## src/rtl/time_entry_pkg.sv

```systemverilog
// Shared types, digit limits and select encodings for the M:SS time entry editor.
package time_entry_pkg;

   typedef enum logic [1:0] {
      ST_IDLE      = 2'd0,
      ST_EDIT_MIN  = 2'd1,
      ST_EDIT_TENS = 2'd2,
      ST_EDIT_ONES = 2'd3
   } state_t;

   localparam logic [3:0] MIN_LIMIT  = 4'd9;
   localparam logic [3:0] TENS_LIMIT = 4'd5;
   localparam logic [3:0] ONES_LIMIT = 4'd9;

   localparam logic [1:0] SEL_MIN  = 2'd2;
   localparam logic [1:0] SEL_TENS = 2'd1;
   localparam logic [1:0] SEL_ONES = 2'd0;

   typedef struct packed {
      logic [3:0] min;
      logic [3:0] tens;
      logic [3:0] ones;
   } mss_t;

   function automatic logic [3:0] clamp_digit(input logic [3:0] d, input logic [3:0] lim);
      return (d > lim) ? 4'd0 : d;
   endfunction

   function automatic mss_t sanitize(input mss_t v);
      mss_t r;
      r.min  = clamp_digit(v.min, MIN_LIMIT);
      r.tens = clamp_digit(v.tens, TENS_LIMIT);
      r.ones = clamp_digit(v.ones, ONES_LIMIT);
      return r;
   endfunction

   // Wrapping step within 0..lim; digits never carry into their neighbours.
   function automatic logic [3:0] step_digit(input logic [3:0] d, input logic [3:0] lim,
                                             input logic inc);
      if (inc) return (d >= lim) ? 4'd0 : d + 4'd1;
      else     return (d == 4'd0) ? lim : d - 4'd1;
   endfunction

   function automatic logic [1:0] sel_of(input state_t s);
      case (s)
         ST_EDIT_MIN:  return SEL_MIN;
         ST_EDIT_TENS: return SEL_TENS;
         default:      return SEL_ONES;
      endcase
   endfunction

endpackage

```

## src/rtl/time_entry_editor_if.sv

```systemverilog
// Button/preset inputs and display-side outputs of the time entry editor.
interface time_entry_editor_if;
   logic        edit_btn;
   logic        up_btn;
   logic        down_btn;
   logic        cancel_btn;
   logic [11:0] preset;
   logic [11:0] bcd_out;
   logic        load;
   logic        editing;
   logic [1:0]  sel_digit;
   logic [2:0]  blank_mask;
   logic [11:0] work;

   modport master (
      output edit_btn, up_btn, down_btn, cancel_btn, preset,
      input  bcd_out, load, editing, sel_digit, blank_mask, work
   );

   modport slave (
      input  edit_btn, up_btn, down_btn, cancel_btn, preset,
      output bcd_out, load, editing, sel_digit, blank_mask, work
   );
endinterface

```

## src/rtl/blink_gen.sv

```systemverilog
// Free-running blink phase generator; restart forces the visible phase and a fresh period.
module blink_gen #(
   parameter int PERIOD = 4
) (
   input  logic clk,
   input  logic rst,
   input  logic restart,
   output logic phase
);

   localparam int CW = (PERIOD > 1) ? $clog2(PERIOD) : 1;

   logic [CW-1:0] cnt;

   // NOTE: clocked state uses non-blocking assignments so every register samples pre-edge values.
   always_ff @(posedge clk) begin
      if (rst || restart) begin
         cnt   <= '0;
         phase <= 1'b0;
      end else if (cnt == CW'(PERIOD - 1)) begin
         cnt   <= '0;
         phase <= ~phase;
      end else begin
         cnt <= cnt + CW'(1);
      end
   end

endmodule

```

## src/rtl/time_entry_editor.sv

```systemverilog
// Digit-by-digit M:SS editor: capture preset, step digits with wrap, commit or abandon.
module time_entry_editor
   import time_entry_pkg::*;
#(
   parameter int CLK_HZ    = 100_000_000,
   parameter int BLINK_HZ  = 2,
   parameter int TIMEOUT_S = 10
) (
   input  logic clk,
   input  logic rst,
   time_entry_editor_if.slave bus
);

   localparam int     BLINK_PERIOD = CLK_HZ / (2 * BLINK_HZ);
   localparam longint TMO_CYCLES   = longint'(TIMEOUT_S) * longint'(CLK_HZ);
   localparam int     TW           = (TMO_CYCLES > 1) ? $clog2(TMO_CYCLES) : 1;
   localparam logic [TW-1:0] TMO_LAST = TW'(TMO_CYCLES - 1);

   state_t        state, state_next;
   mss_t          work_q, work_next, bcd_q;
   logic          load_q, editing_q, editing_next;
   logic [1:0]    sel_q, sel_next;
   logic [TW-1:0] tmo_cnt;
   logic          phase;

   logic in_edit, any_btn, tmo_hit;
   logic start, abort, advance, step_up, step_dn, commit, restart;

   // Priority: cancel (or timeout) beats edit, which beats up/down.
   assign in_edit = (state != ST_IDLE);
   assign any_btn = bus.edit_btn | bus.up_btn | bus.down_btn | bus.cancel_btn;
   assign tmo_hit = in_edit & ~any_btn & (tmo_cnt == TMO_LAST);
   assign start   = ~in_edit & bus.edit_btn;
   assign abort   = in_edit & (bus.cancel_btn | tmo_hit);
   assign advance = in_edit & ~bus.cancel_btn & bus.edit_btn;
   assign step_up = in_edit & ~bus.cancel_btn & ~bus.edit_btn & bus.up_btn & ~bus.down_btn;
   assign step_dn = in_edit & ~bus.cancel_btn & ~bus.edit_btn & bus.down_btn & ~bus.up_btn;
   assign commit  = advance & (state == ST_EDIT_ONES);
   assign restart = step_up | step_dn | (state_next != state);

   always_ff @(posedge clk) begin
      if (rst) state <= ST_IDLE;
      else     state <= state_next;
   end

   // NOTE: combinational blocks assign a default first so no path leaves a signal unassigned (no latches).
   always_comb begin
      state_next = state;
      if (start) begin
         state_next = ST_EDIT_MIN;
      end else if (abort) begin
         state_next = ST_IDLE;
      end else if (advance) begin
         case (state)
            ST_EDIT_MIN:  state_next = ST_EDIT_TENS;
            ST_EDIT_TENS: state_next = ST_EDIT_ONES;
            default:      state_next = ST_IDLE;
         endcase
      end
   end

   // Decoded from the next state so the registered copies move on the same edge as state.
   always_comb begin
      editing_next = (state_next != ST_IDLE);
      sel_next     = (state_next == ST_IDLE) ? SEL_ONES : sel_of(state_next);
   end

   always_comb begin
      work_next = work_q;
      if (start) begin
         work_next = sanitize(mss_t'(bus.preset));
      end else if (abort) begin
         work_next = bcd_q;
      end else if (step_up || step_dn) begin
         case (state)
            ST_EDIT_MIN:  work_next.min  = step_digit(work_q.min,  MIN_LIMIT,  step_up);
            ST_EDIT_TENS: work_next.tens = step_digit(work_q.tens, TENS_LIMIT, step_up);
            ST_EDIT_ONES: work_next.ones = step_digit(work_q.ones, ONES_LIMIT, step_up);
            default:      work_next = work_q;
         endcase
      end
   end

   always_ff @(posedge clk) begin
      if (rst) begin
         work_q    <= '0;
         bcd_q     <= '0;
         load_q    <= 1'b0;
         editing_q <= 1'b0;
         sel_q     <= SEL_ONES;
         tmo_cnt   <= '0;
      end else begin
         work_q    <= work_next;
         load_q    <= commit;
         editing_q <= editing_next;
         sel_q     <= sel_next;
         if (commit) bcd_q <= work_q;
         tmo_cnt   <= (state_next == ST_IDLE || any_btn) ? '0 : tmo_cnt + TW'(1);
      end
   end

   blink_gen #(.PERIOD(BLINK_PERIOD)) u_blink (
      .clk     (clk),
      .rst     (rst),
      .restart (restart),
      .phase   (phase)
   );

   assign bus.bcd_out    = bcd_q;
   assign bus.work       = work_q;
   assign bus.load       = load_q;
   assign bus.editing    = editing_q;
   assign bus.sel_digit  = sel_q;
   assign bus.blank_mask = editing_q ? (3'(phase) << sel_q) : 3'b000;

endmodule

```

## src/flat_wrapper.sv

```systemverilog
// flat-port wrapper written by rule: the top's interface ports become plain ports
module time_entry_editor_flat import time_entry_pkg::*;
#(
   parameter int CLK_HZ    = 100_000_000,
   parameter int BLINK_HZ  = 2,
   parameter int TIMEOUT_S = 10
)
  (clk, rst, bus_edit_btn, bus_up_btn, bus_down_btn, bus_cancel_btn, bus_preset, bus_bcd_out, bus_load, bus_editing, bus_sel_digit, bus_blank_mask, bus_work);
  time_entry_editor_if bus_i ();
  input  logic clk;
  input  logic rst;
  input wire logic [$bits(bus_i.edit_btn)-1:0] bus_edit_btn;
  input wire logic [$bits(bus_i.up_btn)-1:0] bus_up_btn;
  input wire logic [$bits(bus_i.down_btn)-1:0] bus_down_btn;
  input wire logic [$bits(bus_i.cancel_btn)-1:0] bus_cancel_btn;
  input wire logic [$bits(bus_i.preset)-1:0] bus_preset;
  output wire logic [$bits(bus_i.bcd_out)-1:0] bus_bcd_out;
  output wire logic [$bits(bus_i.load)-1:0] bus_load;
  output wire logic [$bits(bus_i.editing)-1:0] bus_editing;
  output wire logic [$bits(bus_i.sel_digit)-1:0] bus_sel_digit;
  output wire logic [$bits(bus_i.blank_mask)-1:0] bus_blank_mask;
  output wire logic [$bits(bus_i.work)-1:0] bus_work;
  assign bus_i.edit_btn = bus_edit_btn;
  assign bus_i.up_btn = bus_up_btn;
  assign bus_i.down_btn = bus_down_btn;
  assign bus_i.cancel_btn = bus_cancel_btn;
  assign bus_i.preset = bus_preset;
  assign bus_bcd_out = bus_i.bcd_out;
  assign bus_load = bus_i.load;
  assign bus_editing = bus_i.editing;
  assign bus_sel_digit = bus_i.sel_digit;
  assign bus_blank_mask = bus_i.blank_mask;
  assign bus_work = bus_i.work;
  time_entry_editor #(.CLK_HZ(CLK_HZ), .BLINK_HZ(BLINK_HZ), .TIMEOUT_S(TIMEOUT_S)) u_core (.clk(clk), .rst(rst), .bus(bus_i));
endmodule
```

## config.mk

```make
export PLATFORM = sky130hd
export DESIGN_NAME = time_entry_editor_flat
export DESIGN_NICKNAME = d
export VERILOG_FILES = /design/src/rtl/time_entry_pkg.sv /design/src/rtl/time_entry_editor_if.sv /design/src/rtl/blink_gen.sv /design/src/rtl/time_entry_editor.sv /design/src/flat_wrapper.sv
export SDC_FILE = /design/constraint.sdc
export NUM_CORES = 1
export LEC_CHECK = 0
export CAP_MARGIN = 20
export CORE_MARGIN = 2
export CORE_UTILIZATION = 50
export DETAILED_ROUTE_END_ITERATION = 12
export PLACE_DENSITY = 0.84
export SYNTH_ARGS = -nofsm -noshare
export SYNTH_HDL_FRONTEND = slang
export SYNTH_SLANG_ARGS = --single-unit
```

## constraint.sdc

```tcl
create_clock -name clk -period 2.7 [get_ports clk]
set_clock_uncertainty 0.15 [all_clocks]
set_input_delay 0.54 -clock clk [delete_from_list [all_inputs] [get_ports clk]]
set_output_delay 0.54 -clock clk [all_outputs]
set_load 0.02 [all_outputs]
```

Word-level counts from Yosys, hierarchy flattened:

Index checks and enable logic that the tools add are counted.

* shift operators: 1
* reductions and logical operators: 19
* $lt $le $gt $ge: 6
* add/sub/neg operators: 8
* multiplexer cells: 24
* eq/ne operators: 8
* bitwise logic cells: 25

Operator list (number)
* $mux 4: 15
* $mux 12: 3
* $add 30x1->30 const B: 1
* $eq 30x30->1 const B: 1
* $add 25x1->25 const B: 1
* $eq 25x25->1 const B: 1
* $add 4x1->4 const B: 3
* $and 1x1->1: 12
* $logic_not 4->1: 3
* $reduce_bool 3->1: 4
* $sub 4x1->4 const B: 3
* $ge 4x4->1 const B: 2
* $gt 4x4->1 const B: 2
* $pmux 2 s2: 2
* $not 1->1: 7
* $eq 2x2->1 const B: 3
* $mux 2: 3
* $or 1x1->1: 6
* $reduce_and 2->1: 3
* $reduce_or 2->1: 3
* $eq 2x1->1 const B: 2
* $ge 4x3->1 const B: 1
* $gt 4x3->1 const B: 1
* $reduce_bool 2->1: 2
* 5 further kinds: 7

* flip-flop bits (word level): 86
* input bits: 18
* logic and storage cells: 104

Logic depth before layout (Yosys ltp):

Gate-level depths: netlist (run 1).

* depth in word-level cells: 14
* gate-level depth with buffers: 11

Hierarchy:

From an unflattened synthesis (run 1), not the netlist that was laid out.

* cell total of the unflattened synthesis: 578
* area total of the unflattened synthesis: 4719.5 µm²

Modules (own cells, without submodules)
* time_entry_editor: instances 1, area each 3479.6 µm², cells an instance 435
* blink_gen: instances 1, area each 1239.9 µm², cells an instance 143

Worst setup path before layout (run 1):

No wires, ideal clock.

* path type: reg2reg
* from: register u_core.state[0]
* to: register u_core.u_blink.cnt[12]
* stages on the path, launching flop included: 11
* buffers on the path: 2
* arrival: 2.622 ns
* slack: -0.195 ns
* data required time: 2.427 ns
* setup time: 0.123 ns
* clock period less this slack: 2.895 ns
* cell sequence: dfxtp_1 > clkbuf_1 > inv_1 > ha_1 > nand4bb_1 > or4_4 > o41ai_4 > nor2_1 > a22oi_4 > buf_6 > nor3_2

* longest elaborated chain between the ends: 11

RTL lines
* from (decl): RTL line time_entry_editor.sv:19 `state_t state, state_next;`
* from (signal assigned): RTL line time_entry_editor.sv:43 `else state <= state_next;`
* $reduce_bool 2->1: RTL line time_entry_editor.sv:30 `assign in_edit = (state != ST_IDLE);`
* $and 1x1->1 (2 in series): RTL line time_entry_editor.sv:32 `assign tmo_hit = in_edit & ~any_btn & (tmo_cnt == TMO_LAST);`
* $or 1x1->1: RTL line time_entry_editor.sv:34 `assign abort = in_edit & (bus.cancel_btn | tmo_hit);`
* $and 1x1->1: RTL line time_entry_editor.sv:34
* $mux 2: RTL line time_entry_editor.sv:51 `end else if (abort) begin`
* $mux 2: RTL line time_entry_editor.sv:49 `if (start) begin`
* $ne 2x2->1: RTL line time_entry_editor.sv:39 `assign restart = step_up | step_dn | (state_next != state);`
* $or 1x1->1 (*): RTL line time_entry_editor.sv:39
* $logic_or 1x1->1 (*): RTL line blink_gen.sv:17 `if (rst || restart) begin`
* $reduce_or 2->1 (no source line) (*)
* to (signal assigned): RTL line blink_gen.sv:24 `cnt <= cnt + CW'(1);`
* to (decl): RTL line blink_gen.sv:13 `logic [CW-1:0] cnt;`

Mark *: on every way between the ends. The rest lies on a longest branch, timed or not.
A chain may end at the register's enable or synchronous reset.

Worst setup path after layout (run 1):

* from: input bus_edit_btn
* to: register u_core.u_blink.cnt[6]

* longest elaborated chain between the ends: 14

RTL lines
* from (decl): RTL line flat_wrapper.sv:12 `input wire logic [$bits(bus_i.edit_btn)-1:0] bus_edit_btn;`
* $or 1x1->1 (3 in series): RTL line time_entry_editor.sv:31 `assign any_btn = bus.edit_btn | bus.up_btn | bus.down_btn | bus.cancel_btn;`
* $not 1->1: RTL line time_entry_editor.sv:32
* $and 1x1->1 (2 in series): RTL line time_entry_editor.sv:32
* $or 1x1->1: RTL line time_entry_editor.sv:34
* $and 1x1->1: RTL line time_entry_editor.sv:34
* $mux 2: RTL line time_entry_editor.sv:51
* $mux 2: RTL line time_entry_editor.sv:49
* $ne 2x2->1: RTL line time_entry_editor.sv:39
* $or 1x1->1 (*): RTL line time_entry_editor.sv:39
* $logic_or 1x1->1 (*): RTL line blink_gen.sv:17
* $reduce_or 2->1 (no source line) (*)

Marked as above.

==> results.json, run 1 <==
{
  "clock_latency_ns": 0.35,
  "power_mw": 2.993,
  "status": "finished, final reports clean",
  "ir_drop_uv": 376.1,
  "routed_wl_um": 12150,
  "tightest_slew_ns": 0.6018,
  "synth_edf_count": 0,
  "final_util_pct": 64.57,
  "grt_pass1_vias": 4438,
  "postLayoutCellArea_um2": 6023,
  "ant_nets": 0,
  "grt_pass1_wl_um": 19740,
  "maxCapViolations": 0,
  "ioPinCount": 49,
  "antenna_found_initial": 0,
  "clk_pin_slew_ns": 0.09,
  "max_slew_margin_pct": 59.80,
  "stdcell_count": 799,
  "dr_total_vias": 4639,
  "rsz0062_at_grt": "yes",
  "overflow": 0,
  "route.detailed.drc": 0,
  "fillers": 756,
  "start_util_pct": 51.83,
  "ys_ff_latch": 86,
  "layout_setup_ws_ns": 0.02745,
  "htreeDepth": 3,
  "core_area_um2": 9328,
  "nets": 697,
  "first_pass_iters": 5,
  "cp-start-kind": "primary input",
  "place_congestion": 0.9264,
  "cts_tree": "yes",
  "hold_viol": 0,
  "vias_per_cell": 5.806,
  "arrival_ns": 2.81,
  "final_max_slew_viol_count": 0,
  "die_y_um": 102.3,
  "port_buffers": 48,
  "die_w_um": 102.3,
  "numPlacedInstances": 773,
  "post-place-ws_ns": -0.5203,
  "cts_sinks": 86,
  "yosysTopAreaCell": "dfxtp_1",
  "async_flop_share_pct": 0,
  "antennaDiodeCount": 0,
  "synth_area_leaders": "dfxtp_1, nor2_1, nand2_1",
  "routedWlPerCell_um": 15.21,
  "drtIter0Drc": 255,
  "synth_warnings": 0,
  "crit_path_end_kind": "register",
  "cts_buffers": 9,
  "fin_setup_tns_ns": 0,
  "syn_inst": 593,
  "syn-mean-instance-area_um2": 8.153,
  "ys_types": 63,
  "dpl-instance-area_um2": 5613,
  "leakagePower_nw": 2.087,
  "finalSetupViolCount": 0,
  "track_usage_pct": 23.11,
  "final_common_cell": "dfxtp_1",
  "syn2layout_area_growth_pct": 24.59,
  "required_ns": 2.83,
  "crit_path_max_fanout": 13,
  "yosysTopAreaCellShare_pct": 35.61,
  "grt_max_degree": 30,
  "max_freq_ghz": 0.3742,
  "synth_area_um2": 4835,
  "hold_path.class": "reg -> reg",
  "synth_ff_type": "dfxtp_1",
  "min_period_ns": 2.673,
  "rows": 35,
  "drive_gt1_share_pct": 14.18,
  "finalHoldWorstSlack_ns": 0.3326,
  "dieArea_um2": 10470,
  "final_cell_mix": "dfxtp_1, nor2_1, nand2_1, clkdlybuf4s50_1, buf_4",
  "synthesis.nets": 625,
  "cts_buffer_depth": 2,
  "yosysSeqAreaShare_pct": 35.61,
  "post-dp-hpwl_um": 8208,
  "clockRootBuffer": "clkbuf_8",
  "power.density_nw_per_um2": 497.0,
  "criticalPathCategory": "in -> reg",
  "fin_crit_sh_pct": 98.98
}
## cells by family after synthesis
| kind of cell | after synthesis | synth area share, % |
|---|---|---|
| AND/OR/NAND/NOR | 289 | 31.60 |
| AO/OA/AOI/OAI | 94 | 13.90 |
| flip-flops | 86 | 35.61 |
| buffers and inverters | 54 | 5.046 |
| XOR/XNOR | 53 | 9.602 |
| adder cells (fa/ha/maj) | 14 | 3.623 |
| multiplexers | 3 | 0.6211 |
## final cells by class
| cell class | count | area (um2) | share of cell area [%] |
|---|---|---|---|
| multi-input cells | 454 | 2928 | 48.61 |
| flip-flops and latches | 86 | 1723 | 28.60 |
| repair buffers | 95 | 907.1 | 15.06 |
| well taps | 129 | 161.4 | 2.680 |
| clock buffers | 11 | 151.4 | 2.513 |
| clock inverters | 5 | 81.33 | 1.350 |
| inverters | 19 | 71.32 | 1.184 |
## synth_stat cells (all sizes together) (3+ instances only)
master / instances
xnor2: 26
nor2: 81
nor3b: 9
nand3: 25
buf: 10
o31ai: 3
or4: 3
a211oi: 7
and4: 3
a311oi: 9
a2111oi: 3
and3: 10
nand2b: 9
or3: 3
nor4: 9
xor2: 27
nor3: 31
and2: 8
mux2i: 3
inv: 19
or3b: 3
a21oi: 29
dfxtp: 86
clkbuf: 24
nand4: 16
nor4bb: 3
o21ai: 9
a31oi: 13
ha: 14
nand2: 63
a221oi: 4
nand3b: 4
## path summary, 6_finish.rpt
check	startpoint	to	slack (ns)	cells past startpoint
worst max-delay path	bus_edit_btn	u_core.u_blink.cnt[6]$_SDFF_PP0_	0.03	10
worst min-delay path	u_core.bus.bcd_out[4]$_SDFFE_PP0P_	u_core.bus.bcd_out[4]$_SDFFE_PP0P_	0.33	2
worst max register to register	u_core.state[0]$_SDFF_PP0_	u_core.u_blink.cnt[6]$_SDFF_PP0_	0.09	10
worst min register to register	u_core.bus.bcd_out[4]$_SDFFE_PP0P_	u_core.bus.bcd_out[4]$_SDFFE_PP0P_	0.33	2
## routing by layer
metal / vias up / wire length (um) / GRT usage [%]
met5: - / 0 / 0
met2: 177 / 5945 / 39.88
met4: 0 / 329 / 10.15
met1: 2169 / 5216 / 28.56
met3: 38 / 661 / 3.488
li1: 2255 / - / -
## sequential cells by signal, summed over array words and instances (netlist names)
name	count
u_core.u_blink.cnt	25
u_core.bus.load	1
u_core.state	2
u_core.tmo_cnt	30
u_core.bus.work	12
u_core.bus.bcd_out	12
u_core.u_blink.phase	1
u_core.bus.sel_digit	2
u_core.bus.editing	1
## worst max-delay path: stages
cell and delay [ns]:
clkdlybuf4s50_1 0.54, buf_6 0.18, or3b_2 0.45, a21oi_1 0.21, nor3_1 0.08, nor3b_2 0.18
buf_4 0.16, a22oi_4 0.09, clkbuf_16 0.20, nor3_1 0.16
## timing repair
item | CTS | global route
buffers inserted | 2 | 6
hold endpoints to repair | 0 | 0
setup endpoints to repair | 22 | 36
pin swaps | 2 | 2
cloned | 1 | 1
hold buffers | 0 | 0
gates resized for setup | 4 | 10
## power breakdown
part	internal (mW)	switching, mW
Combinational	0.284	0.316
Clock	0.572	0.464
Sequential	1.30	0.0586
Total	2.15	0.839
(Power assumes the default switching activity.)
==> inputs of run 2 (changes only) <==
Settings changed: SETUP_SLACK_MARGIN set to 0.2, SLEW_MARGIN set to 20.
==> run 2 against run 1 <==
Net effect: wire length up 7.2%; largest power group unchanged; non-clock buffer count rose by 10; clock-buffer cell count decreased by 2; register-to-register slack gained 0.08 ns; sequential power about the same; first-iteration DRC count increased by 33%; power decreased by 1.4%; combinational power rose by 9.8%.
==> results.json, run 2 (synthesis gave the netlist of run 1 again) <==
{
  "final_common_cell": "dfxtp_1",
  "arrival_ns": 2.63,
  "dieArea_um2": 10470,
  "die_w_um": 102.3,
  "criticalPathCategory": "reg -> reg",
  "max_freq_ghz": 0.3954,
  "final_cell_mix": "dfxtp_1, nor2_1, nand2_1, buf_4, clkdlybuf4s50_1",
  "finalHoldWorstSlack_ns": 0.3201,
  "power.density_nw_per_um2": 466.5,
  "maxCapViolations": 0,
  "cts-hold-fix-buffers": 0,
  "place_congestion": 0.9204,
  "routed_wl_um": 13020,
  "power_mw": 2.951,
  "rsz0062_at_grt": "yes",
  "start_util_pct": 51.83,
  "core_area_um2": 9328,
  "clock_latency_ns": 0.36,
  "dr_total_vias": 4785,
  "die_y_um": 102.3,
  "route.detailed.drc": 0,
  "regMostFlops": "u_core.tmo_cnt",
  "hold_viol": 0,
  "cts_tree": "yes",
  "final_max_slew_viol_count": 0,
  "drive_gt1_share_pct": 19.38,
  "antennaDiodeCount": 0,
  "port_buffers": 48,
  "dpl-instance-area_um2": 5674,
  "final_util_pct": 67.82,
  "post-dp-hpwl_um": 8142,
  "crit_path_max_fanout": 8,
  "htreeDepth": 3,
  "nets": 708,
  "ant_nets": 0,
  "cp-start-kind": "register",
  "antenna_found_initial": 0,
  "routedWlPerCell_um": 16.08,
  "leakagePower_nw": 2.174,
  "syn2layout_area_growth_pct": 30.85,
  "required_ns": 2.80,
  "ioPinCount": 49,
  "fin_crit_sh_pct": 93.68,
  "grt_pass1_vias": 4331,
  "finalSetupViolCount": 0,
  "overflow": 0,
  "grt_max_degree": 30,
  "min_period_ns": 2.529,
  "ir_drop_uv": 329.6,
  "vias_per_cell": 5.907,
  "max_slew_margin_pct": 64.39,
  "cts_sinks": 86,
  "cts_buffers": 9,
  "reg_top3": "u_core.tmo_cnt (30), u_core.u_blink.cnt (25)",
  "status": "finished, final reports clean",
  "drtIter0Drc": 339,
  "tightest_slew_ns": 0.5341,
  "first_pass_iters": 5,
  "hold_path.class": "reg -> reg",
  "postLayoutCellArea_um2": 6326,
  "post-place-ws_ns": -0.3968,
  "layout_setup_ws_ns": 0.1707,
  "crit_path_end_kind": "register",
  "clockRootBuffer": "clkbuf_8",
  "largest_reg_flops": 30,
  "track_usage_pct": 24.20,
  "grt_pass1_wl_um": 20380,
  "cts_buffer_depth": 2,
  "rows": 35,
  "clk_pin_slew_ns": 0.09
}
## run 2: cell count changes in the layout (fill, tap and decap cells not counted), moves of 3 or more
cell / before / now
buf_4: 38 / 45
nor3_1: 21 / 16
clkdlybuf4s50_1: 48 / 44
nor2_1: 81 / 77
clkbuf_16: 1 / 4
dlygate4sd2_1: 0 / 3
inv_6: 0 / 3
nor2_2: 0 / 3
nor3_4: 1 / 4
## run 2: repair_timing
action | CTS | global route
setup buffers | 8 | 4
setup endpoints to repair | 41 | 67
gates resized for setup | 17 | 29
pin swaps | 13 | 19
cloned | 2 | 5
## run 2: cell type report
type                       count  area (um2)
fill                         679        3002
multi-input combinational    455        3115
sequential                    86        1725
clock buffer                   9       123.9
clock inverter                 7       77.57
inverter                      19       71.32
tap                          129       161.4
timing repair buffer         105        1051
## run 2: path summary, 6_finish.rpt
path                                startpoint                            to  slack [ns]  cells past startpoint
setup / recovery    u_core.state[1]$_SDFF_PP0_  u_core.tmo_cnt[3]$_SDFF_PP0_        0.17                     10
hold / removal    u_core.tmo_cnt[0]$_SDFF_PP0_  u_core.tmo_cnt[0]$_SDFF_PP0_        0.32                      1
setup reg to reg    u_core.state[1]$_SDFF_PP0_  u_core.tmo_cnt[3]$_SDFF_PP0_        0.17                     10
hold reg to reg   u_core.tmo_cnt[0]$_SDFF_PP0_  u_core.tmo_cnt[0]$_SDFF_PP0_        0.32                      1
## run 2: stage by stage
step                      std cells  TNS [ns]
after CTS                       801         0
after floorplan                 593         0
after global placement          775    -11.17
after global routing            810         0
after detailed placement        775    -17.18
final                           810         0
## run 2: critical path, stage by stage, from the launching register on
cell and delay, ns:
dfxtp_2 0.36, inv_2 0.05, ha_4 0.17, nand4bb_1 0.18, or4_4 0.44, o41ai_4 0.30, buf_6 0.21, a211oi_1 0.08
nand2_2 0.23, clkbuf_16 0.20, nor2_1 0.05
## run 2: per-layer routing
| layer | part of all wire (%) | vias to the layer above | track usage, % |
|---|---|---|---|
| li1 | - | 2277 | - |
| met1 | 43 | 2282 | 31.69 |
| met2 | 50 | 201 | 39.93 |
| met3 | 5.3 | 25 | 4.309 |
| met4 | 2.1 | 0 | 9.231 |
| met5 | 0 | - | 0 |
## run 2: report_power, final
| group | switching [mW] | internal [mW] | total [mW] | leakage (nW) |
|---|---|---|---|---|
| clock | 0.497 | 0.437 | 0.934 | 0.101 |
| combinational | 0.342 | 0.318 | 0.660 | 1.38 |
| sequential | 0.0590 | 1.30 | 1.36 | 0.697 |
